`config.mk`:
```
export PLATFORM = sky130hd
export DESIGN_NAME = conversor_bin_7seg_multidigito
export DESIGN_NICKNAME = d
export VERILOG_FILES = /design/src/rtl/conversor_bin_7seg_multidigito_pkg.sv /design/src/rtl/conversor_bin_7seg_multidigito_decodificador.sv /design/src/rtl/conversor_bin_7seg_multidigito.sv
export SDC_FILE = /design/constraint.sdc
export NUM_CORES = 1
export LEC_CHECK = 0
export CAP_MARGIN = 20
export CORE_MARGIN = 2
export CORE_UTILIZATION = 45
export DETAILED_ROUTE_END_ITERATION = 6
export MAX_ROUTING_LAYER = met4
export PLACE_DENSITY = 0.67
export SYNTH_ARGS = -nofsm -noshare
export SYNTH_HDL_FRONTEND = slang
export SYNTH_HIERARCHICAL = 1
export SYNTH_SLANG_ARGS = --single-unit
```
`constraint.sdc`:
```
create_clock -name clk -period 2 [get_ports clk]
set_input_delay 0.3 -clock clk [delete_from_list [all_inputs] [get_ports clk]]
set_output_delay 0.3 -clock clk [all_outputs]
set_load 0.05 [all_outputs]
```
`src/rtl/conversor_bin_7seg_multidigito_pkg.sv`:
```
// Shared constants for the binary-to-7-segment display driver:
// segment patterns, FSM encoding and parameter-derived helper functions.
package conversor_bin_7seg_multidigito_pkg;

  localparam logic [6:0] SEG_APAGADO = 7'b1111111;
  localparam logic [6:0] SEG_TRACO   = 7'b0111111;
  localparam logic [6:0] SEG_ZERO    = 7'b1000000;

  localparam logic [1:0] ST_OCIOSO  = 2'd0;
  localparam logic [1:0] ST_DESLOCA = 2'd1;
  localparam logic [1:0] ST_ESCREVE = 2'd2;

  function automatic int largura_contador(input int largura);
    return $clog2(largura + 1);
  endfunction

  // True when 2^largura - 1 can reach 10^digitos, i.e. overflow is possible.
  function automatic bit pode_estourar(input int largura, input int digitos);
    longint limite;
    longint potencia;
    if (largura >= 62) return 1'b1;
    limite   = longint'(1) << largura;
    potencia = 1;
    for (int i = 0; i < digitos; i++) begin
      potencia = potencia * 10;
      if (potencia >= limite) return 1'b0;
    end
    return 1'b1;
  endfunction

endpackage

```
`src/rtl/conversor_bin_7seg_multidigito_decodificador.sv`:
```
// Single BCD digit to active-low 7-segment pattern (gfedcba).
// Codes above 9 cannot occur from double dabble; they decode to blank.
module decodificador_7seg
  import conversor_bin_7seg_multidigito_pkg::*;
(
  input  logic [3:0] bcd,
  output logic [6:0] seg
);

  always_comb begin
    seg = SEG_APAGADO;
    case (bcd)
      4'd0:    seg = 7'b1000000;
      4'd1:    seg = 7'b1111001;
      4'd2:    seg = 7'b0100100;
      4'd3:    seg = 7'b0110000;
      4'd4:    seg = 7'b0011001;
      4'd5:    seg = 7'b0010010;
      4'd6:    seg = 7'b0000010;
      4'd7:    seg = 7'b1111000;
      4'd8:    seg = 7'b0000000;
      4'd9:    seg = 7'b0010000;
      default: seg = SEG_APAGADO;
    endcase
  end

endmodule

```
`src/rtl/conversor_bin_7seg_multidigito.sv`:
```
// Sequential binary-to-decimal converter (shift-add-3, one bit per clock)
// driving an active-low multi-digit 7-segment bank with start/busy/done.
module conversor_bin_7seg_multidigito
  import conversor_bin_7seg_multidigito_pkg::*;
#(
  parameter int LARGURA       = 20,
  parameter int DIGITOS       = 6,
  parameter bit SUPRIME_ZEROS = 1'b1
) (
  input  logic                   clk,
  input  logic                   reset,
  input  logic                   iniciar,
  input  logic [LARGURA-1:0]     numero,
  output logic                   ocupado,
  output logic                   pronto,
  output logic                   estouro,
  output logic [7*DIGITOS-1:0]   segmentos
);

  localparam int              CW       = largura_contador(LARGURA);
  localparam int              NB       = 4 * DIGITOS;
  localparam bit              ESTOURA  = pode_estourar(LARGURA, DIGITOS);
  localparam logic [CW-1:0]   CONT_FIM = CW'(LARGURA - 1);

  function automatic logic [7*DIGITOS-1:0] padrao_reset();
    logic [7*DIGITOS-1:0] p;
    p = '0;
    for (int k = 0; k < DIGITOS; k++)
      p[7*k +: 7] = (k == 0 || !SUPRIME_ZEROS) ? SEG_ZERO : SEG_APAGADO;
    return p;
  endfunction

  localparam logic [7*DIGITOS-1:0] SEG_RESET = padrao_reset();

  logic [1:0]           estado_q, estado_d;
  logic [LARGURA-1:0]   desloca_q, desloca_d;
  logic [NB-1:0]        bcd_q, bcd_d;
  logic                 acc_q, acc_d;
  logic [CW-1:0]        cont_q, cont_d;
  logic [7*DIGITOS-1:0] seg_q, seg_d;
  logic                 est_q, est_d;
  logic                 pronto_q, pronto_d;

  logic [NB-1:0]        bcd_aj;
  logic                 bit_saida;
  logic [7*DIGITOS-1:0] seg_dec;
  logic [7*DIGITOS-1:0] seg_novo;
  logic                 acima_zero;

  genvar g;
  generate
    for (g = 0; g < DIGITOS; g++) begin : g_dig
      decodificador_7seg u_dec (
        .bcd (bcd_q[4*g +: 4]),
        .seg (seg_dec[7*g +: 7])
      );
    end
  endgenerate

  always_comb begin
    bcd_aj = bcd_q;
    for (int k = 0; k < DIGITOS; k++)
      if (bcd_q[4*k +: 4] >= 4'd5) bcd_aj[4*k +: 4] = bcd_q[4*k +: 4] + 4'd3;
  end

  // Walk from the most significant digit down so acima_zero means
  // "this digit and all above it are zero".
  always_comb begin
    seg_novo   = '0;
    acima_zero = 1'b1;
    for (int k = DIGITOS - 1; k >= 0; k--) begin
      acima_zero = acima_zero && (bcd_q[4*k +: 4] == 4'd0);
      if (acc_q)
        seg_novo[7*k +: 7] = SEG_TRACO;
      else if (SUPRIME_ZEROS && k > 0 && acima_zero)
        seg_novo[7*k +: 7] = SEG_APAGADO;
      else
        seg_novo[7*k +: 7] = seg_dec[7*k +: 7];
    end
  end

  always_comb begin
    estado_d  = estado_q;
    desloca_d = desloca_q;
    bcd_d     = bcd_q;
    acc_d     = acc_q;
    cont_d    = cont_q;
    seg_d     = seg_q;
    est_d     = est_q;
    pronto_d  = 1'b0;
    bit_saida = 1'b0;
    case (estado_q)
      ST_OCIOSO: begin
        if (iniciar) begin
          desloca_d = numero;
          bcd_d     = '0;
          acc_d     = 1'b0;
          cont_d    = '0;
          estado_d  = ST_DESLOCA;
        end
      end
      ST_DESLOCA: begin
        {bit_saida, bcd_d, desloca_d} = {bcd_aj, desloca_q, 1'b0};
        acc_d  = acc_q | (ESTOURA & bit_saida);
        cont_d = cont_q + CW'(1);
        if (cont_q == CONT_FIM) estado_d = ST_ESCREVE;
      end
      ST_ESCREVE: begin
        seg_d    = seg_novo;
        est_d    = acc_q;
        pronto_d = 1'b1;
        estado_d = ST_OCIOSO;
      end
      default: estado_d = ST_OCIOSO;
    endcase
  end

  always_ff @(posedge clk) begin
    if (reset) begin
      estado_q  <= ST_OCIOSO;
      desloca_q <= '0;
      bcd_q     <= '0;
      acc_q     <= 1'b0;
      cont_q    <= '0;
      seg_q     <= SEG_RESET;
      est_q     <= 1'b0;
      pronto_q  <= 1'b0;
    end else begin
      estado_q  <= estado_d;
      desloca_q <= desloca_d;
      bcd_q     <= bcd_d;
      acc_q     <= acc_d;
      cont_q    <= cont_d;
      seg_q     <= seg_d;
      est_q     <= est_d;
      pronto_q  <= pronto_d;
    end
  end

  assign ocupado   = (estado_q != ST_OCIOSO);
  assign pronto    = pronto_q;
  assign estouro   = est_q;
  assign segmentos = seg_q;

endmodule
```
==> qor.csv <==
metric,value,unit
Worst Path Max Fanout,2,
final non-filler cell total,838,
RSZ-0062 raised after global routing,no,
Max Cap Violations,0,
clk sinks,96,
Core Region,11400,um^2
Syn Inst Count,618,
Hold Path End,segmentos[25],
Final period util,0.931,
"CP delay by family, top",buffers and inverters,
layout cells sized above 1,0.0906,
Post-CTS Hold Fix Bufs,0,
Final min period,1.86,ns
Slew Limit Fails,0,
DP Area,6130,um^2
worst endpoint required time,1.70,ns
multi-input logic area,2900,um^2
drt pass-1 iters,5,
Peak VDD IR,436,uV
number of fill cells,1043,
Cell variety after synth,47,
Initial Utilization,0.460,
final hold violation count,0,
Mapped Area,5230,um^2
"area leader, netlist",dfxtp_1,
crit start category,register,
Worst R2R Start,bcd_q[13],
syn_nets,688,
Mean Syn Cell Area,8.47,um^2
"Buf+Inv Stages, Crit Path",1,
Reg-to-Reg End,segmentos[11],
Synth area leaders,"dfxtp_1, ha_1, o21ai_0, nand2b_1, a21oi_1",
number of global-route vias before repair,4405,
nets,760,
Min-Delay Path Depth,1,
Synth Warn #,6,
register-to-register setup slack,0.25,ns
clk buf depth,2,
area grow syn2layout,22.5,%
"FFs w/ async S/R, synth",0,
die height,112,um
hold_sp,segmentos[25],
Post-synth EDFFs,0,
Hold Crit Class,reg -> reg,
drt wl/cell,14.0,um
routed vias,4518,
reg2reg path depth,6,
Antenna Diode Count,0,
dpl hpwl,8450,um
ys flop type,dfxtp_1,
crit path DAT,1.56,ns
RD Place Congestion,0.859,
grt total ovfl,0,
"Cell Chain, Critical Path",clkdlybuf4s50_1,
clock tree root buffer cell,clkbuf_16,
GRT Total Usage,0.200,
PnR worst setup slack,0.138,ns
I/O pin count,68,
Critical-path top delay cell,clkdlybuf4s50_1,
crit path capture type,primary output,
H-tree depth,3,
setup slack at placement,0.0755,ns
placed cell count,822,
PwrDens,604,nW/um^2
post-route ant nets,0,
CP max stage delay,0.83,ns
initial antenna violation count,0,
post_cts resized,0,
Worst-path clk slew,0.07,ns
relative slew slack,0.656,
IO buf count,67,
CP Class,reg -> out,
# DRC,0,
sequential cell area,1920,um^2
"Seq/Total Area, Yosys",0.367,
P_leak,2.61,nW
die width,112,um
endpoints failing setup,0,
# rows,39,
CTS Buf Count,9,
drt total wl,11700,um
"Clk Latency, worst-skew pair",0.35,ns
Fin Clk Skew,0.00624,ns
slew at the pin closest to its max-slew limit,0.514,ns
die area,12500,um^2
largest net degree at the start of global routing,36,
Post-CTS Setup Inserts,0,
post-synth top area share,0.367,
CTS tree,built,
status,finished clean,
Via-to-Cell Ratio,5.39,
fin area,6410,um^2
Final TNS setup,0,ns
first-pass GRT wire length,20100,um
post-synthesis register bit count,96,
DR iter-0 viols,274,
Max Freq,0.537,GHz
[routing by layer]
layer,part of all wire,wire [um],global-route usage,vias up
met3,0.038,443,0.0343,12
met1,0.47,5550,0.246,2136
met5,0,0,-,-
met4,0.016,185,0.0749,0
met2,0.47,5560,0.331,81
li1,-,-,-,2289
[synthesized netlist by cell type (5+ instances only)]
master	n
a222oi_1	19
o21ai_0	58
nor2_1	52
nand3_1	9
mux2i_1	5
buf_6	8
o32ai_1	6
xnor2_1	6
buf_2	13
nand2_1	35
or2_1	7
inv_1	51
o22a_1	12
xor2_1	6
or2b_1	5
clkbuf_1	12
o31ai_1	5
a22o_1	8
nor3_1	18
ha_1	47
dfxtp_1	96
nor3b_1	8
nand2b_1	42
a21oi_1	44
o22ai_1	7
[report_power, final]
group | internal (mW) | switching (mW) | total [mW]
registers | 1.95 | 0.0247 | 1.97
clock network | 0.884 | 0.759 | 1.64
logic | 0.121 | 0.134 | 0.255
[kinds of logic after synthesis]
| logic type | count (synthesis) | synth area share |
|---|---|---|
| AOI/OAI and AO/OA | 173 | 0.214 |
| xor gates and xnor gates | 12 | 0.0201 |
| adders and majority gates | 47 | 0.112 |
| buffers and inverters | 88 | 0.0794 |
| DFF | 96 | 0.367 |
| muxes | 6 | 0.0117 |
| and+or+nand+nor | 196 | 0.195 |
[area by class of cell]
class	instances	area share
inverter	51	0.0299
clock inverter	5	0.00624
clock buffer	11	0.0379
multi-input combinational	434	0.452
timing repair buffer	98	0.146
tap	143	0.0279
sequential	96	0.300
[worst reg2reg max path: stages (launching register included)]
cell and delay [ns]:
dfxtp_1 0.31, inv_1 0.12, ha_1 0.16, nor3b_1 0.38, nand4_1 0.24, nand2b_1 0.30, a21oi_1 0.18
[how the worst max path moves through the flow]
stage,from,endpoint,slack (ns),cells after the start
floorplan,bcd_q[20],segmentos[12],0.38,6
global placement,iniciar,desloca_q[19],0.10,6
detailed placement,iniciar,desloca_q[18],0.08,6
CTS,segmentos[13],segmentos[13],0.13,1
global route,bcd_q[20],segmentos[11],0.04,6
finish,segmentos[13],segmentos[13],0.14,1
[through the flow]
stage	total power, mW	hold slack (ns)	utilization
4_1_cts	3.91	0.472	0.564
6_report	3.87	0.465	0.564
3_5_place_dp	2.27	0.455	0.539
3_3_place_gp	2.26	0.448	0.539
5_1_grt	4.02	0.487	0.564
2_1_floorplan	2.15	0.419	-
[sequential cells by signal (all words and copies together), names as in the netlist]
name / count
estouro: 1
estado_q: 2
desloca_q: 20
pronto: 1
cont_q: 5
acc_q: 1
segmentos: 42
bcd_q: 24
[cells in the final DEF, fill, tap and decap left out, types with 5 or more instances in the layout]
master	netlist	layout
o21ai_0	58	58
clkbuf_16	0	9
xor2_1	6	6
o32ai_1	6	6
buf_4	2	29
nand2b_1	42	42
clkdlybuf4s50_1	0	66
nor3_1	18	18
a22o_1	8	8
o31ai_1	5	5
nand2_1	35	35
mux2i_1	5	5
nor3b_1	8	8
ha_1	47	47
o22a_1	12	12
or2b_1	5	5
inv_1	51	51
a21oi_1	44	44
a222oi_1	19	19
nand3_1	9	9
dfxtp_1	96	96
xnor2_1	6	6
or2_1	7	7
nor2_1	52	52
o22ai_1	7	7
Power figures use the tool's default switching activity.
